$ cat config.mk
export PLATFORM = sky130hd
export DESIGN_NAME = mc_ctrl
export DESIGN_NICKNAME = d
export VERILOG_FILES = /design/src/rtl/mc_ctrl_pkg.sv /design/src/rtl/mc_alu_dec.sv /design/src/rtl/mc_ctrl.sv
export SDC_FILE = /design/constraint.sdc
export NUM_CORES = 1
export LEC_CHECK = 0
export BUFFER_PORTS_ARGS = -buffer_cell sky130_fd_sc_hd__buf_4
export CAP_MARGIN = 5
export CORE_AREA = 2 2 74 76
export CTS_CLUSTER_SIZE = 14
export DETAILED_ROUTE_END_ITERATION = 8
export DIE_AREA = 0 0 76 78
export GPL_TIMING_DRIVEN = 1
export HOLD_SLACK_MARGIN = 0.12
export PLACE_DENSITY = 0.84
export REMOVE_ABC_BUFFERS = 1
export SLEW_MARGIN = 20
export SYNTH_ARGS = -nofsm -noshare
export SYNTH_HDL_FRONTEND = slang
export SYNTH_SLANG_ARGS = --single-unit
$ cat constraint.sdc
create_clock -name clk -period 2.5 [get_ports clk]
set_clock_uncertainty 0.2 [all_clocks]
set_input_delay 0 -clock clk [delete_from_list [all_inputs] [get_ports clk]]
set_output_delay 0 -clock clk [all_outputs]
set_load 0.05 [all_outputs]
$ cat src/rtl/mc_ctrl_pkg.sv
// Shared encodings for the multi-cycle MIPS control unit: opcodes, functs, ALU operations,
// FSM states and datapath mux selects.
package mc_ctrl_pkg;

  localparam logic [5:0] OP_RTYPE = 6'h00;
  localparam logic [5:0] OP_J     = 6'h02;
  localparam logic [5:0] OP_JAL   = 6'h03;
  localparam logic [5:0] OP_BEQ   = 6'h04;
  localparam logic [5:0] OP_BNE   = 6'h05;
  localparam logic [5:0] OP_ADDIU = 6'h09;
  localparam logic [5:0] OP_SLTI  = 6'h0A;
  localparam logic [5:0] OP_SLTIU = 6'h0B;
  localparam logic [5:0] OP_ANDI  = 6'h0C;
  localparam logic [5:0] OP_ORI   = 6'h0D;
  localparam logic [5:0] OP_XORI  = 6'h0E;
  localparam logic [5:0] OP_LUI   = 6'h0F;
  localparam logic [5:0] OP_LW    = 6'h23;
  localparam logic [5:0] OP_SW    = 6'h2B;

  localparam logic [5:0] FN_SLL  = 6'h00;
  localparam logic [5:0] FN_SRL  = 6'h02;
  localparam logic [5:0] FN_SRA  = 6'h03;
  localparam logic [5:0] FN_JR   = 6'h08;
  localparam logic [5:0] FN_ADDU = 6'h21;
  localparam logic [5:0] FN_SUBU = 6'h23;
  localparam logic [5:0] FN_AND  = 6'h24;
  localparam logic [5:0] FN_OR   = 6'h25;
  localparam logic [5:0] FN_XOR  = 6'h26;
  localparam logic [5:0] FN_NOR  = 6'h27;
  localparam logic [5:0] FN_SLT  = 6'h2A;
  localparam logic [5:0] FN_SLTU = 6'h2B;

  typedef logic [3:0] alu_op_t;
  localparam alu_op_t ALU_ADDU = 4'd0;
  localparam alu_op_t ALU_SUBU = 4'd1;
  localparam alu_op_t ALU_AND  = 4'd2;
  localparam alu_op_t ALU_OR   = 4'd3;
  localparam alu_op_t ALU_XOR  = 4'd4;
  localparam alu_op_t ALU_NOR  = 4'd5;
  localparam alu_op_t ALU_SLT  = 4'd6;
  localparam alu_op_t ALU_SLTU = 4'd7;
  localparam alu_op_t ALU_SLL  = 4'd8;
  localparam alu_op_t ALU_SRL  = 4'd9;
  localparam alu_op_t ALU_SRA  = 4'd10;
  localparam alu_op_t ALU_LUI  = 4'd11;

  typedef enum logic [2:0] {
    StFetch,
    StDecode,
    StExec,
    StMem,
    StWb,
    StTrap
  } state_e;

  localparam logic [1:0] PC_SRC_SEQ = 2'd0;
  localparam logic [1:0] PC_SRC_BR  = 2'd1;
  localparam logic [1:0] PC_SRC_JMP = 2'd2;
  localparam logic [1:0] PC_SRC_JR  = 2'd3;

  localparam logic [1:0] REG_DST_RT = 2'd0;
  localparam logic [1:0] REG_DST_RD = 2'd1;
  localparam logic [1:0] REG_DST_RA = 2'd2;

  localparam logic [1:0] M2R_ALU = 2'd0;
  localparam logic [1:0] M2R_MDR = 2'd1;
  localparam logic [1:0] M2R_PC  = 2'd2;

  localparam logic [1:0] ALUB_RT     = 2'd0;
  localparam logic [1:0] ALUB_FOUR   = 2'd1;
  localparam logic [1:0] ALUB_IMM    = 2'd2;
  localparam logic [1:0] ALUB_IMM_SH = 2'd3;

  localparam logic [1:0] TRAP_NONE    = 2'd0;
  localparam logic [1:0] TRAP_ILLEGAL = 2'd1;
  localparam logic [1:0] TRAP_BUS     = 2'd2;

  function automatic logic is_jr(logic [5:0] op, logic [5:0] fn);
    return (op == OP_RTYPE) && (fn == FN_JR);
  endfunction

  function automatic logic is_jump(logic [5:0] op, logic [5:0] fn);
    return (op == OP_J) || (op == OP_JAL) || is_jr(op, fn);
  endfunction

  function automatic logic is_branch(logic [5:0] op);
    return (op == OP_BEQ) || (op == OP_BNE);
  endfunction

  function automatic logic is_mem_op(logic [5:0] op);
    return (op == OP_LW) || (op == OP_SW);
  endfunction

endpackage

$ cat src/rtl/mc_alu_dec.sv
// Combinational instruction decode: ALU operation, immediate extension mode and legality.
module mc_alu_dec
  import mc_ctrl_pkg::*;
(
  input  logic [5:0] opcode_i,
  input  logic [5:0] funct_i,
  output alu_op_t    alu_op_o,
  output logic       sign_extend_o,
  output logic       legal_o
);

  always_comb begin
    alu_op_o      = ALU_ADDU;
    sign_extend_o = 1'b0;
    legal_o       = 1'b1;
    unique case (opcode_i)
      OP_RTYPE: begin
        unique case (funct_i)
          FN_SLL:  alu_op_o = ALU_SLL;
          FN_SRL:  alu_op_o = ALU_SRL;
          FN_SRA:  alu_op_o = ALU_SRA;
          FN_JR:   alu_op_o = ALU_ADDU;
          FN_ADDU: alu_op_o = ALU_ADDU;
          FN_SUBU: alu_op_o = ALU_SUBU;
          FN_AND:  alu_op_o = ALU_AND;
          FN_OR:   alu_op_o = ALU_OR;
          FN_XOR:  alu_op_o = ALU_XOR;
          FN_NOR:  alu_op_o = ALU_NOR;
          FN_SLT:  alu_op_o = ALU_SLT;
          FN_SLTU: alu_op_o = ALU_SLTU;
          default: legal_o = 1'b0;
        endcase
      end
      OP_J, OP_JAL: alu_op_o = ALU_ADDU;
      OP_BEQ, OP_BNE: alu_op_o = ALU_SUBU;
      OP_ADDIU, OP_LW, OP_SW: begin
        alu_op_o      = ALU_ADDU;
        sign_extend_o = 1'b1;
      end
      OP_SLTI: begin
        alu_op_o      = ALU_SLT;
        sign_extend_o = 1'b1;
      end
      OP_SLTIU: begin
        alu_op_o      = ALU_SLTU;
        sign_extend_o = 1'b1;
      end
      OP_ANDI: alu_op_o = ALU_AND;
      OP_ORI:  alu_op_o = ALU_OR;
      OP_XORI: alu_op_o = ALU_XOR;
      OP_LUI:  alu_op_o = ALU_LUI;
      default: legal_o = 1'b0;
    endcase
  end

endmodule

$ cat src/rtl/mc_ctrl.sv
// Multi-cycle MIPS control FSM: fetch/decode/exec/mem/writeback sequencing with memory wait
// states, bus timeout, illegal-instruction trap and a retired-instruction counter.
module mc_ctrl
  import mc_ctrl_pkg::*;
#(
  parameter int unsigned ALUOP_W     = 4,
  parameter int unsigned CNT_W       = 32,
  parameter int unsigned MEM_TIMEOUT = 0
) (
  input  logic               clk,
  input  logic               rst,
  input  logic [5:0]         opcode_i,
  input  logic [5:0]         funct_i,
  input  logic               alu_zero_i,
  input  logic               mem_ready_i,
  output logic               mem_req_o,
  output logic               mem_we_o,
  output logic               iord_o,
  output logic               ir_write_o,
  output logic               pc_write_o,
  output logic [1:0]         pc_src_o,
  output logic               reg_write_o,
  output logic [1:0]         reg_dst_o,
  output logic [1:0]         mem_to_reg_o,
  output logic               alu_src_a_o,
  output logic [1:0]         alu_src_b_o,
  output logic               sign_extend_o,
  output logic [ALUOP_W-1:0] alu_op_o,
  output logic               retire_o,
  output logic [CNT_W-1:0]   instr_count_o,
  output logic               trap_o,
  output logic [1:0]         trap_cause_o
);

  localparam int unsigned WaitW = (MEM_TIMEOUT > 0) ? $clog2(MEM_TIMEOUT + 1) : 1;
  localparam logic [WaitW-1:0] WaitLast = WaitW'((MEM_TIMEOUT > 0) ? MEM_TIMEOUT - 1 : 0);

  state_e           state_q, state_d;
  logic [WaitW-1:0] wait_q, wait_d;
  logic             trap_q, trap_d;
  logic [1:0]       cause_q, cause_d;
  logic [CNT_W-1:0] cnt_q;
  logic             run_q;
  logic             expired;

  alu_op_t dec_alu_op;
  logic    dec_sign_extend;
  logic    dec_legal;

  mc_alu_dec u_alu_dec (
    .opcode_i      (opcode_i),
    .funct_i       (funct_i),
    .alu_op_o      (dec_alu_op),
    .sign_extend_o (dec_sign_extend),
    .legal_o       (dec_legal)
  );

  // The last permitted wait cycle; mem_ready in that same cycle still completes the access.
  assign expired = (MEM_TIMEOUT != 0) && (wait_q == WaitLast);

  always_comb begin
    state_d = state_q;
    wait_d  = '0;
    trap_d  = trap_q;
    cause_d = cause_q;
    if (run_q) begin
      unique case (state_q)
        StFetch: begin
          if (mem_ready_i) begin
            state_d = StDecode;
          end else if (expired) begin
            state_d = StTrap;
            trap_d  = 1'b1;
            cause_d = TRAP_BUS;
          end else begin
            wait_d = wait_q + WaitW'(1);
          end
        end
        StDecode: begin
          if (!dec_legal) begin
            state_d = StTrap;
            trap_d  = 1'b1;
            cause_d = TRAP_ILLEGAL;
          end else if (is_jump(opcode_i, funct_i)) begin
            state_d = StFetch;
          end else begin
            state_d = StExec;
          end
        end
        StExec: begin
          if (is_branch(opcode_i))      state_d = StFetch;
          else if (is_mem_op(opcode_i)) state_d = StMem;
          else                          state_d = StWb;
        end
        StMem: begin
          if (mem_ready_i) begin
            state_d = (opcode_i == OP_SW) ? StFetch : StWb;
          end else if (expired) begin
            state_d = StTrap;
            trap_d  = 1'b1;
            cause_d = TRAP_BUS;
          end else begin
            wait_d = wait_q + WaitW'(1);
          end
        end
        StWb:    state_d = StFetch;
        StTrap:  state_d = StTrap;
        default: state_d = StFetch;
      endcase
    end
  end

  always_comb begin
    mem_req_o     = 1'b0;
    mem_we_o      = 1'b0;
    iord_o        = 1'b0;
    ir_write_o    = 1'b0;
    pc_write_o    = 1'b0;
    pc_src_o      = PC_SRC_SEQ;
    reg_write_o   = 1'b0;
    reg_dst_o     = REG_DST_RT;
    mem_to_reg_o  = M2R_ALU;
    alu_src_a_o   = 1'b0;
    alu_src_b_o   = ALUB_RT;
    sign_extend_o = 1'b0;
    alu_op_o      = ALUOP_W'(ALU_ADDU);
    retire_o      = 1'b0;
    if (run_q) begin
      unique case (state_q)
        StFetch: begin
          mem_req_o = 1'b1;
          if (mem_ready_i) begin
            ir_write_o  = 1'b1;
            pc_write_o  = 1'b1;
            alu_src_b_o = ALUB_FOUR;
          end
        end
        StDecode: begin
          alu_src_b_o   = ALUB_IMM_SH;
          sign_extend_o = 1'b1;  // branch offsets are signed
          if (dec_legal && is_jump(opcode_i, funct_i)) begin
            pc_write_o = 1'b1;
            retire_o   = 1'b1;
            pc_src_o   = is_jr(opcode_i, funct_i) ? PC_SRC_JR : PC_SRC_JMP;
            if (opcode_i == OP_JAL) begin
              reg_write_o  = 1'b1;
              reg_dst_o    = REG_DST_RA;
              mem_to_reg_o = M2R_PC;
            end
          end
        end
        StExec: begin
          alu_src_a_o = 1'b1;
          alu_op_o    = ALUOP_W'(dec_alu_op);
          if (is_branch(opcode_i)) begin
            pc_src_o   = PC_SRC_BR;
            pc_write_o = (opcode_i == OP_BEQ) ? alu_zero_i : !alu_zero_i;
            retire_o   = 1'b1;
          end else if (opcode_i != OP_RTYPE) begin
            alu_src_b_o   = ALUB_IMM;
            sign_extend_o = dec_sign_extend;
          end
        end
        StMem: begin
          mem_req_o = 1'b1;
          iord_o    = 1'b1;
          mem_we_o  = (opcode_i == OP_SW);
          retire_o  = mem_ready_i && (opcode_i == OP_SW);
        end
        StWb: begin
          reg_write_o  = 1'b1;
          reg_dst_o    = (opcode_i == OP_RTYPE) ? REG_DST_RD : REG_DST_RT;
          mem_to_reg_o = (opcode_i == OP_LW) ? M2R_MDR : M2R_ALU;
          retire_o     = 1'b1;
        end
        default: ;
      endcase
    end
  end

  // run_q holds every output quiet until the first edge after reset release.
  always_ff @(posedge clk or posedge rst) begin
    if (rst) begin
      state_q <= StFetch;
      run_q   <= 1'b0;
      wait_q  <= '0;
      trap_q  <= 1'b0;
      cause_q <= TRAP_NONE;
      cnt_q   <= '0;
    end else begin
      state_q <= state_d;
      run_q   <= 1'b1;
      wait_q  <= wait_d;
      trap_q  <= trap_d;
      cause_q <= cause_d;
      if (retire_o) cnt_q <= cnt_q + CNT_W'(1);
    end
  end

  assign instr_count_o = cnt_q;
  assign trap_o        = trap_q;
  assign trap_cause_o  = cause_q;

endmodule

# [Yosys cells after proc, flatten, opt, wreduce, memory -nomap -nowiden]
# Index checks and enable logic that the tools add are counted.
[word_totals] ff_bits=37 input_bits=16 output_inout_bits=56 word_cells=116
[classes] n_addsub=1 eq_ne=31 muxes=60 n_bitwise=1 reduce_logical=19
[ops] cell="$eq A6 B6 Y1 const B" count=10
[ops] cell="$eq A6 B4 Y1 const B" count=8
[ops] cell="$pmux W4 S10" count=1
[ops] cell="$add A32 B1 Y32 const B" count=1
[ops] cell="$pmux W4 S8" count=1
[ops] cell="$mux W1" count=30
[ops] cell="$eq A6 B2 Y1 const B" count=4
[ops] cell="$mux W2" count=10
[ops] cell="$mux W3" count=6
[ops] cell="$pmux W3 S5" count=1
[ops] cell="$reduce_or A13 Y1" count=1
[ops] cell="$eq A6 B3 Y1 const B" count=2
[ops] cell="$logic_not A6 Y1" count=2
[ops] cell="$pmux W2 S2" count=3
[ops] cell="$reduce_or A12 Y1" count=1
[ops] cell="$mux W4" count=2
[ops] cell="$eq A3 B2 Y1 const B" count=2
[ops] cell="$eq A3 B3 Y1 const B" count=2
[ops] cell="$pmux W1 S2" count=3
[ops] cell="$pmux W2 S3" count=1
[ops] cell="$reduce_and A3 Y1" count=2
[ops] cell="$reduce_bool A6 Y1" count=1
[ops] cell="$reduce_or A5 Y1" count=1
[ops] cell="$logic_or A1 B1 Y1" count=4
[ops] cell="9 further kinds" count=13

# [Logic depth before layout (Yosys ltp)]
# Gate-level depths: netlist of the first run.
[logic_depth] word_depth=8 depth_mapped=7 depth_no_buf=6

# [Hierarchy]
# A second synthesis of the first run with hierarchy kept.
[unflattened] hier_cells=278 area_unflattened_um2=2657.5
[by_module_without_submodules] mod="mc_ctrl" n_inst=1 cells_per_inst=222 area_per_inst_um2=2302.2 seq_area_each_um2=925.9
[by_module_without_submodules] mod="mc_alu_dec" n_inst=1 cells_per_inst=56 area_per_inst_um2=355.3 seq_area_each_um2=0.0

# [Worst setup path before layout of the first run]
# OpenSTA, ideal clock, no wires.
[synth_timing] path_type="register -> output" from="register state_q[0]" to="output port alu_op_o[0]" t_arrival_ps=3016 required_time_ps=2300 setup_slack_ps=-716 path_stages_with_launch=6 path_buffers=2 path_cell_list="dfrtp_1 -> clkbuf_1 -> clkbuf_1 -> nor3_1 -> nand4_1 -> a21oi_1"
[synth_between] elab_chain_cells=3
[synth_lines] item="start: declaration" line_no="mc_ctrl.sv:38" rtl="state_e state_q, state_d;"
[synth_lines] item="start signal: assignment" line_no="mc_ctrl.sv:184" rtl="state_q <= StFetch;"
[synth_lines] item="start signal: assignment" line_no="mc_ctrl.sv:191" rtl="state_q <= state_d;"
[synth_lines] item="$eq A3 B2 Y1" line_no="mc_ctrl.sv:129" rtl="unique case (state_q)"
[synth_lines] item="$mux W4" line_no="mc_ctrl.sv:129"
[synth_lines] item="$mux W4" line_no="mc_ctrl.sv:128" rtl="if (run_q) begin"
[synth_lines] item="end: declaration" line_no="mc_ctrl.sv:28" rtl="output logic [ALUOP_W-1:0] alu_op_o,"
# No other way between the ends.

# [Worst setup path after layout of the first run]
[layout_timing] from="register state_q[2]" to="register cnt_q[31], in the netlist instr_count_o[31]"
[layout_between] elab_chain_cells=3 elab_cells_between_ends=6 classes_between="eq/ne: 4; mux: 2"
[layout_lines] item="$eq A3 B3 Y1, or another cell as far along" line_no="mc_ctrl.sv:129"
[layout_lines] item="$pmux W1 S4 *" line_no="mc_ctrl.sv:129"
[layout_lines] item="$mux W1 *" line_no="mc_ctrl.sv:128"
[layout_lines] item="end signal: assignment" line_no="mc_ctrl.sv:196" rtl="if (retire_o) cnt_q <= cnt_q + CNT_W'(1);"
[layout_lines] item="end: declaration" line_no="mc_ctrl.sv:42" rtl="logic [CNT_W-1:0] cnt_q;"
# Every way passes the cells marked *; elsewhere a longest branch is shown, timed or not.
# A chain may end at the register's enable or synchronous reset.

==> results of run 1 <==
cells in the final DEF, fill, tap and decap left out, types with 2 or more instances in the layout:
cell type      instances
nor2b_1                4
and3_1                 4
and4_1                 3
nor4b_2                4
nor4b_1                2
a21o_1                 2
dlygate4sd3_1          2
xor2_1                32
a2111oi_0              2
nand3_1               17
a22o_1                 2
inv_1                  6
conb_1                 2
nand4_1                6
nand2_1               28
nor4_1                 6
dfrtp_1               37
or3_1                  5
nor4_4                 2
nand2b_1               5
nor3_1                18
or4b_1                 3
nand4b_1               2
buf_4                 87
nor2_1                22
a2bb2oi_1              2
nor4_2                 7
o21a_1                 2
o21ai_0                7
a21oi_1               11
nor3b_1                7
clkbuf_8               7
through the flow:
stage          TNS (ns)  std cells  setup WS, ns
3_3_place_gp          0        429         0.190
3_5_place_dp          0        429         0.119
6_report              0        439        0.0902
2_1_floorplan    -36.56        271         -1.51
5_1_grt               0        439       0.00819
4_1_cts               0        439        0.0635
worst paths after layout:
path	startpoint	end	slack (ns)	cells past startpoint
min reg2reg	instr_count_o[29]	instr_count_o[29]	0.29	1
max in group asynchronous	rst	instr_count_o[20]	1.25	4
max reg2reg	state_q[2]	instr_count_o[31]	0.09	5
max	state_q[2]	instr_count_o[31]	0.09	5
min	opcode_i[3]	state_q[2]	0.14	5
min in group asynchronous	rst	instr_count_o[3]	0.21	3
cell type report:
type | instances | area (sq um)
Clock buffer | 7 | 96.3
Clock inverter | 1 | 5.00
Fill cell | 394 | 1670
Inverter | 6 | 22.5
Multi-Input combinational cell | 228 | 1540
Sequential cell | 37 | 926
Tap cell | 70 | 87.6
Timing Repair Buffer | 90 | 693
metal layers:
| metal | GRT usage [%] | vias up | part of all wire (%) |
|---|---|---|---|
| li1 | - | 1202 | - |
| met1 | 30.9 | 1224 | 44 |
| met2 | 39.1 | 100 | 49 |
| met3 | 4.77 | 9 | 6.1 |
| met4 | 7.45 | 0 | 1.2 |
| met5 | 0 | - | 0 |
flip-flops by register name, summed over array words and instances, names as in the netlist:
| signal | flops |
|---|---|
| instr_count_o | 32 |
| state_q | 3 |
| run_q | 1 |
| trap_o | 1 |
power by group:
part           internal, uW  switching (uW)
clock network           249             217
logic                  47.2            79.0
registers               602            4.79
cell families after synthesis:
kind of cell	after synthesis	synth area share, %
AOI/OAI and AO/OA	38	10.0
and+or+nand+nor	152	36.3
adders and majority gates	1	0.487
DFF	37	36.0
muxes	2	0.828
buffers and inverters	25	4.82
other	2	0.292
xor gates and xnor gates	33	11.2
what timing repair did:
| action | 4_1_cts | 5_1_grt |
|---|---|---|
| hold buffers | 2 | 0 |
| endpoints found under the hold margin | 22 | 0 |
| endpoints found under the setup margin | 0 | 8 |
| gates resized for setup | 0 | 2 |
worst max-delay path, stage by stage (launching register included):
cell and delay (ns):
dfrtp_1 0.44, or4b_1 0.58, nor4_4 0.25, nor4_4 0.12, or4b_1 0.55, xnor2_1 0.14
==> impl_metrics.ini, run 1 <==
[outcome]
status = complete, no violations

[power]
peakVddDrop_uv = 376
finalPower_uw = 1200
powerDensity_mw_per_mm2 = 356
p_leak_uw = 0.00163

[run]
cap_viol_max_count = 0

[clock_network]
htree_levels = 2
clockRootBuffer = clkbuf_8
clockBufferDepth = 2
cts_tree = done
cts_buffers = 5
post_cts_buffers = 0
clk_pin_slew_ns = 0.08
insertion_delay_ns = 0.30
cts_sinks = 37

[drt]
drtAntennaViolNets = 0
num_vias = 2535
avgRoutedWirePerCell_um = 15.4
dr.pass1.iters = 4
viasPerCell = 5.77
drc_errors = 0
drt_wl_total_um = 6780
drt-initial-drc-count = 194

[synthesis]
ys.flop_type = dfrtp_1
syn_inst = 290
syn_avg_cell_area_sq_um = 8.86
yosysSeqAreaShare_pct = 36.0
synth.area.top_cells = dfrtp_1, xor2_1, nand2_1, nor4_2, nor3_1
ys_types = 52
synth_most_common_cell = dfrtp_1
ys_async_sr_fraction_pct = 100
netlist.area_leader.share_pct = 36.0
ys_seq_elements = 37
synth_edf_count = 0
yosysWarningCount = 0
post-synth-top-area-cell = dfrtp_1
synth_area_sq_mm = 0.00257
synth_commonest_cells = dfrtp_1, xor2_1, nand2_1

[worst_setup_path]
worstPathMaxFanout = 8
cp-start-kind = flop
cp.arrival_ns = 2.39
end_kind = flop
critPathKind = reg -> reg
crit_required_ns = 2.48

[global_routing]
antenna_found_initial = 0
grt_pass1_vias = 2340
grt_overflow = 0
grt_usage_pct = 23.5
grt_pass1_wl_um = 11500
grt_max_degree = 23

[final_layout]
fin_area_sq_mm = 0.00337
n_antenna_cell = 0
utilization_pct = 66.8
area_growth_pct = 31.1
drive_gt1_share_pct = 31.2
nets = 385

[timing]
setup_viol = 0
finalMaxSlewViolations = 0
min_period_ns = 2.41
tightest_slew_ns = 0.813
holdWs_ns = 0.143
finalCritPeriodShare_pct = 96.4
clock.fmax_ghz = 0.415
max_slew_margin_pct = 45.8
grt_setup_unrepaired = no
finalHoldViolations = 0

[floorplan]
dieHeight_um = 78
dieArea_sq_mm = 0.00593
core_sq_mm = 0.00504
initial_utilization_pct = 51.0
die_x_um = 76
io_pins = 72
fp-row-count = 26

[placement]
dpl-instance-area_sq_mm = 0.00324
io_buffers = 70
dp_hpwl_um = 4980
gp_congestion = 0.904

[hold_path]
worstHoldPathType = in -> reg
Note: power is estimated with default switching activity, not from simulation.
==> run 2: changes to the inputs <==
Settings changed: ABC_AREA set to 1, CORE_AREA 2 2 74 76 to 2 2 79 81, DIE_AREA 0 0 76 78 to 0 0 81 83, PLACE_DENSITY 0.84 to 0.83.
==> run 2 against run 1 <==
Effect of this change:
- register-to-register slack better by 0.21 ns
- synthesized area is 15% higher
- power is 66% higher
- die area is 13% higher
- clock-buffer cell count stayed put
- non-clock buffer count is 10 lower
- first-iteration DRC count is 4.1% lower
==> impl_metrics.ini, run 2 <==
[outcome]
status = complete, no violations

[synthesis]
syn_avg_cell_area_sq_um = 6.36
synth_top_family_by_area = simple AND/OR/NAND/NOR gates
ys_types = 30
synth_area_sq_mm = 0.00297
synthSimpleGateAreaFrac_pct = 46.5
yosysWarningCount = 0
synth_fa_ha_area_share_pct = 0.422
synth.area.top_cells = dfrtp_1, nand2_1, nand3_1, nor2_1, xor2_1
ys.flop_type = dfrtp_1
synth_xor_area_share_pct = 8.85
yosysSeqAreaShare_pct = 31.2
ys_async_sr_fraction_pct = 100
netlist.area_leader.share_pct = 31.2
post-synth-top-area-cell = dfrtp_1
synth_compound_area_share_pct = 3.79
muxShareOfSynthArea_pct = 0
synth_edf_count = 0
synth_commonest_cells = nand2_1, nor2_1, nand3_1
ys_seq_elements = 37
syn_inst = 467
synth_most_common_cell = nand2_1

[final_layout]
largest_reg_flops = 32
area_growth_pct = 23.8
nets = 558
n_antenna_cell = 0
drive_gt1_share_pct = 17.6
mostFrequentLayoutCells = nand2_1, buf_4, nor2_1
mostFrequentLayoutCell = nand2_1
final_cells = 616

[global_routing]
grt_pass1_vias = 3041
grt_usage_pct = 24.3
antenna_found_initial = 0
grt_overflow = 0
grt_max_degree = 38
grt_pass1_wl_um = 13400

[clock_network]
cts_sinks = 37
cts_tree = done
cts_buffers = 5
clk_pin_slew_ns = 0.07
clockBufferDepth = 2
insertion_delay_ns = 0.29
clockRootBuffer = clkbuf_8
htree_levels = 2

[drt]
dr.max_layer_used = met4
num_vias = 3234
drc_errors = 0
dr.pass1.iters = 4
avgRoutedWirePerCell_um = 12.7
drtAntennaViolNets = 0
viasPerCell = 5.25
drt_wl_total_um = 7840
met3_length_um = 426
dr_wl_met2_um = 3920
drt-initial-drc-count = 186
met1Wirelength_um = 3340

[worst_setup_path]
reg2reg_from = state_q[0]
cp.arrival_ns = 2.12
reg2reg_depth = 11
setup.worst_path.end = reg_write_o
rr_endpoint = state_q[1]
cp-start-kind = flop
end_kind = output port
worstPathMaxFanout = 6
critPathKind = reg -> out
r2r_setup_slack_ns = 0.30
crit_start = state_q[0]
crit_required_ns = 2.30

[floorplan]
dieHeight_um = 83
dieArea_sq_mm = 0.00672
fp-row-count = 28
die_x_um = 81
core_sq_mm = 0.00582
initial_utilization_pct = 51.0
io_pins = 72

[timing]
setup_viol = 0
finalMaxSlewViolations = 0
min_period_ns = 2.32
finalCritPeriodShare_pct = 92.8
finalHoldViolations = 0
clock.fmax_ghz = 0.431
grt_setup_unrepaired = no
finalSetupTns_ns = 0

[hold_path]
worstHoldPathType = in -> reg

[placement]
dp_cells = 603
dp_hpwl_um = 6120
io_buffers = 70
gp_congestion = 1.00

[run]
cap_viol_max_count = 0

[power]
p_leak_uw = 0.00198
powerDensity_mw_per_mm2 = 541
peakVddDrop_uv = 478
run 2: how the worst min path moves through the flow:
stage                      from          endpoint  slack [ns]  cells past startpoint
floorplan                   rst  instr_count_o[0]       -0.02                      1
global placement            rst  instr_count_o[4]       -0.06                      3
detailed placement          rst  instr_count_o[4]       -0.06                      3
CTS                 opcode_i[4]        state_q[2]        0.13                      7
global route        opcode_i[4]        state_q[2]        0.18                      7
finish              opcode_i[0]            trap_o        0.14                      6
run 2: cell families after synthesis:
| family | count (synthesis) |
|---|---|
| and+or+nand+nor | 318 |
| adders and majority gates | 1 |
| buffers and inverters | 59 |
| xor gates and xnor gates | 30 |
| other | 2 |
| AOI/OAI and AO/OA | 20 |
| DFF | 37 |
run 2: cell type report:
class                           instances  area [sq um]
Fill cell                             562          2140
Multi-Input combinational cell        371          1780
Sequential cell                        37           926
Timing Repair Buffer                   80           613
Inverter                               46           173
Tap cell                               75          93.8
Clock buffer                            7          86.3
run 2: critical path, stage by stage, from the launching register on:
cell and delay [ns]:
dfrtp_1 0.42, inv_1 0.08, nor2_1 0.15, inv_1 0.10, nor2_2 0.23, nand2_1 0.19, nand2_1 0.10, nand4_1 0.09
o21ai_0 0.23, buf_4 0.24
run 2: metrics by stage:
| stage | worst slack (ns) | power (uW) | area (sq um) | util, % | hold WS [ns] |
|---|---|---|---|---|---|
| 3_3_place_gp | 0.562 | 1530 | 3520 | 60.6 | -0.0644 |
| 6_report | 0.180 | 1990 | 3670 | 63.2 | 0.144 |
| 3_5_place_dp | 0.457 | 1550 | 3520 | 60.6 | -0.0588 |
| 4_1_cts | 0.137 | 1970 | 3660 | 62.9 | 0.129 |
| 5_1_grt | 0.0330 | 2110 | 3670 | 63.2 | 0.184 |
| 2_1_floorplan | -0.898 | 1300 | 2870 | - | -0.0203 |
run 2: layer usage:
metal  up-vias  GRT usage [%]
li1       1634              -
met1      1466           29.9
met2       118           42.1
met5         -              0
met4         0           9.09
met3        16           3.59
run 2: report_power, final:
part	internal, uW	switching, uW
sequential	644	73.2
clock	219	202
combinational	246	605
run 2: repair_timing:
action,4_1_cts,5_1_grt
resized for setup,0,1
hold buffers,5,0
hold endpoints to repair,40,0
setup endpoints to repair,0,1
setup buffers,0,1
==> run 3: changes to the inputs <==
--- a/config.mk
+++ b/config.mk
@@ -9,11 +9,13 @@
 export BUFFER_PORTS_ARGS = -buffer_cell sky130_fd_sc_hd__buf_4
 export CAP_MARGIN = 5
-export CORE_AREA = 2 2 79 81
+export CELL_PAD_IN_SITES_DETAIL_PLACEMENT = 1
+export CELL_PAD_IN_SITES_GLOBAL_PLACEMENT = 1
+export CORE_AREA = 2 2 93 95
 export CTS_CLUSTER_SIZE = 14
 export DETAILED_ROUTE_END_ITERATION = 8
-export DIE_AREA = 0 0 81 83
+export DIE_AREA = 0 0 95 97
 export GPL_TIMING_DRIVEN = 1
 export HOLD_SLACK_MARGIN = 0.12
-export PLACE_DENSITY = 0.83
+export PLACE_DENSITY = 0.86
 export REMOVE_ABC_BUFFERS = 1
 export SLEW_MARGIN = 20
==> constraint.sdc (replaced) <==
create_clock -name clk -period 2.5 [get_ports clk]
set_clock_uncertainty 0.2 [all_clocks]
set_input_delay 0.375 -clock clk [delete_from_list [all_inputs] [get_ports clk]]
set_output_delay 0.375 -clock clk [all_outputs]
set_load 0.05 [all_outputs]
==> run 3 against run 2 <==
Effect of this change:
- fmax is 2.1% lower
- first-iteration DRC count is 18% lower
- wire length is 24% higher
- sequential power is 1% higher
- worst setup slack worse by 0.049 ns
- register-to-register slack better by 0.20 ns
- critical endpoint is now mem_to_reg_o[1]
- combinational power is 7.5% higher
- sequential share of layout area is 0.39 points lower
- global-route usage is 2.3 points lower
==> impl_metrics.ini, run 3 (synthesis results as in run 2) <==
[power]
peakVddDrop_uv = 388
power_frac_seq_pct = 34.7
powerDensity_mw_per_mm2 = 558
p_int_uw = 1150
p_leak_uw = 0.00200
clkPwrFrac_pct = 21.5
comb_power_share_pct = 43.8
switchingPower_uw = 946
swShare_pct = 45.2

[floorplan]
core_sq_mm = 0.00813
initial_utilization_pct = 36.5
dieArea_sq_mm = 0.00922
io_pins = 72
dieHeight_um = 97
die_x_um = 95
fp-row-count = 33

[placement]
io_buffers = 70
dpl-instance-area_sq_mm = 0.00358
dp_cells = 636
gp_congestion = 0.901
dp_hpwl_um = 7580

[worst_setup_path]
end_kind = output port
setup.worst_path.end = mem_to_reg_o[1]
crit_required_ns = 1.92
cp-start-kind = flop
crit_start = state_q[1]
rr_endpoint = instr_count_o[24]
cp.arrival_ns = 1.79
reg2reg_depth = 11
worstPathMaxFanout = 6
r2r_setup_slack_ns = 0.50
reg2reg_from = state_q[0]
critPathKind = reg -> out

[drt]
drt-initial-drc-count = 153
num_vias = 3291
drtAntennaViolNets = 0
viasPerCell = 5.09
avgRoutedWirePerCell_um = 15.0
dr.pass1.iters = 4
drt_wl_total_um = 9710
drc_errors = 0

[clock_network]
cts_tree = done
htree_levels = 2
cts_sinks = 37
clk_pin_slew_ns = 0.08
cts_buffers = 5
insertion_delay_ns = 0.29
clockRootBuffer = clkbuf_8
clockBufferDepth = 2

[global_routing]
antenna_found_initial = 0
grt_usage_pct = 22.1
grt_pass1_vias = 3446
grt_pass1_wl_um = 16500
grt_max_degree = 38
grt_overflow = 0

[run]
cap_viol_max_count = 0

[timing]
setup_viol = 0
finalHoldViolations = 0
finalMaxSlewViolations = 0
finalCritPeriodShare_pct = 94.8
clock.fmax_ghz = 0.422
holdWs_ns = 0.304
min_period_ns = 2.37
grt_setup_unrepaired = no

[final_layout]
mostFrequentLayoutCell = nand2_1
nets = 558
mostFrequentLayoutCells = nand2_1, buf_4, nor2_1
final_cells = 647
area_growth_pct = 26.3
n_antenna_cell = 0
largest_reg_flops = 32
fillers = 1106
fin_area_sq_mm = 0.00375
drive_gt1_share_pct = 20.7

[outcome]
status = complete, no violations

[hold_path]
worstHoldPathType = in -> reg
run 3: final cells by class:
| type | instances | area (sq um) | share of cell area, % |
|---|---|---|---|
| inverter | 46 | 173 | 4.61 |
| multi-input combinational | 371 | 1800 | 48.1 |
| clock buffer | 6 | 82.6 | 2.20 |
| tap | 105 | 131 | 3.51 |
| clock inverter | 2 | 13.8 | 0.367 |
| timing repair buffer | 80 | 614 | 16.4 |
| sequential | 37 | 930 | 24.8 |
run 3: routing by layer:
layer	vias to the layer above	global-route usage, %	routed length (um)
met5	-	0	0
met4	0	3.90	85
met3	8	2.88	310
met2	63	38.9	5040
met1	1596	28.8	4270
li1	1624	-	-
run 3: timing repair:
action / 4_1_cts / 5_1_grt
hold endpoints to repair: 37 / 0
resized for setup: 1 / 15
hold buffers: 1 / 0
setup endpoints to repair: 2 / 7
buffers inserted: 0 / 2
cloned: 0 / 0
pin swaps: 0 / 2
run 3: power by group through the flow:
stage | combinational [uW] | sequential [uW] | clock [uW]
floorplan | 492 | 808 | 0
global placement | 842 | 727 | 0
detailed placement | 870 | 734 | 0
CTS | 876 | 722 | 461
global route | 997 | 737 | 493
finish | 915 | 727 | 450
run 3: critical path, cell delays in order (launching register included):
cell,delay (ns)
dfrtp_2,0.47
nor2_2,0.15
inv_1,0.08
nor2_2,0.10
nand2_1,0.13
nand2_1,0.09
nand4_1,0.13
nor2_2,0.18
buf_6,0.18
run 3: metrics by stage:
step                total power (uW)  setup slack (ns)  utilization [%]  TNS, ns
floorplan                       1300             -1.27                -   -11.27
global placement                1570             0.260             44.0        0
detailed placement              1600             0.192             44.0        0
CTS                             2060            0.0307             45.4        0
global route                    2230           0.00114             46.1        0
finish                          2090             0.130             46.1        0
run 3: how the worst min path moves through the flow:
| stage | from | end | slack, ns | cells past startpoint |
|---|---|---|---|---|
| finish | mem_ready_i | state_q[1] | 0.30 | 5 |
| global route | mem_ready_i | state_q[1] | 0.36 | 5 |
| CTS | mem_ready_i | state_q[1] | 0.30 | 5 |
| detailed placement | instr_count_o[7] | instr_count_o[7] | 0.32 | 2 |
| global placement | rst | instr_count_o[31] | 0.31 | 3 |
| floorplan | state_q[0] | state_q[0] | 0.31 | 2 |
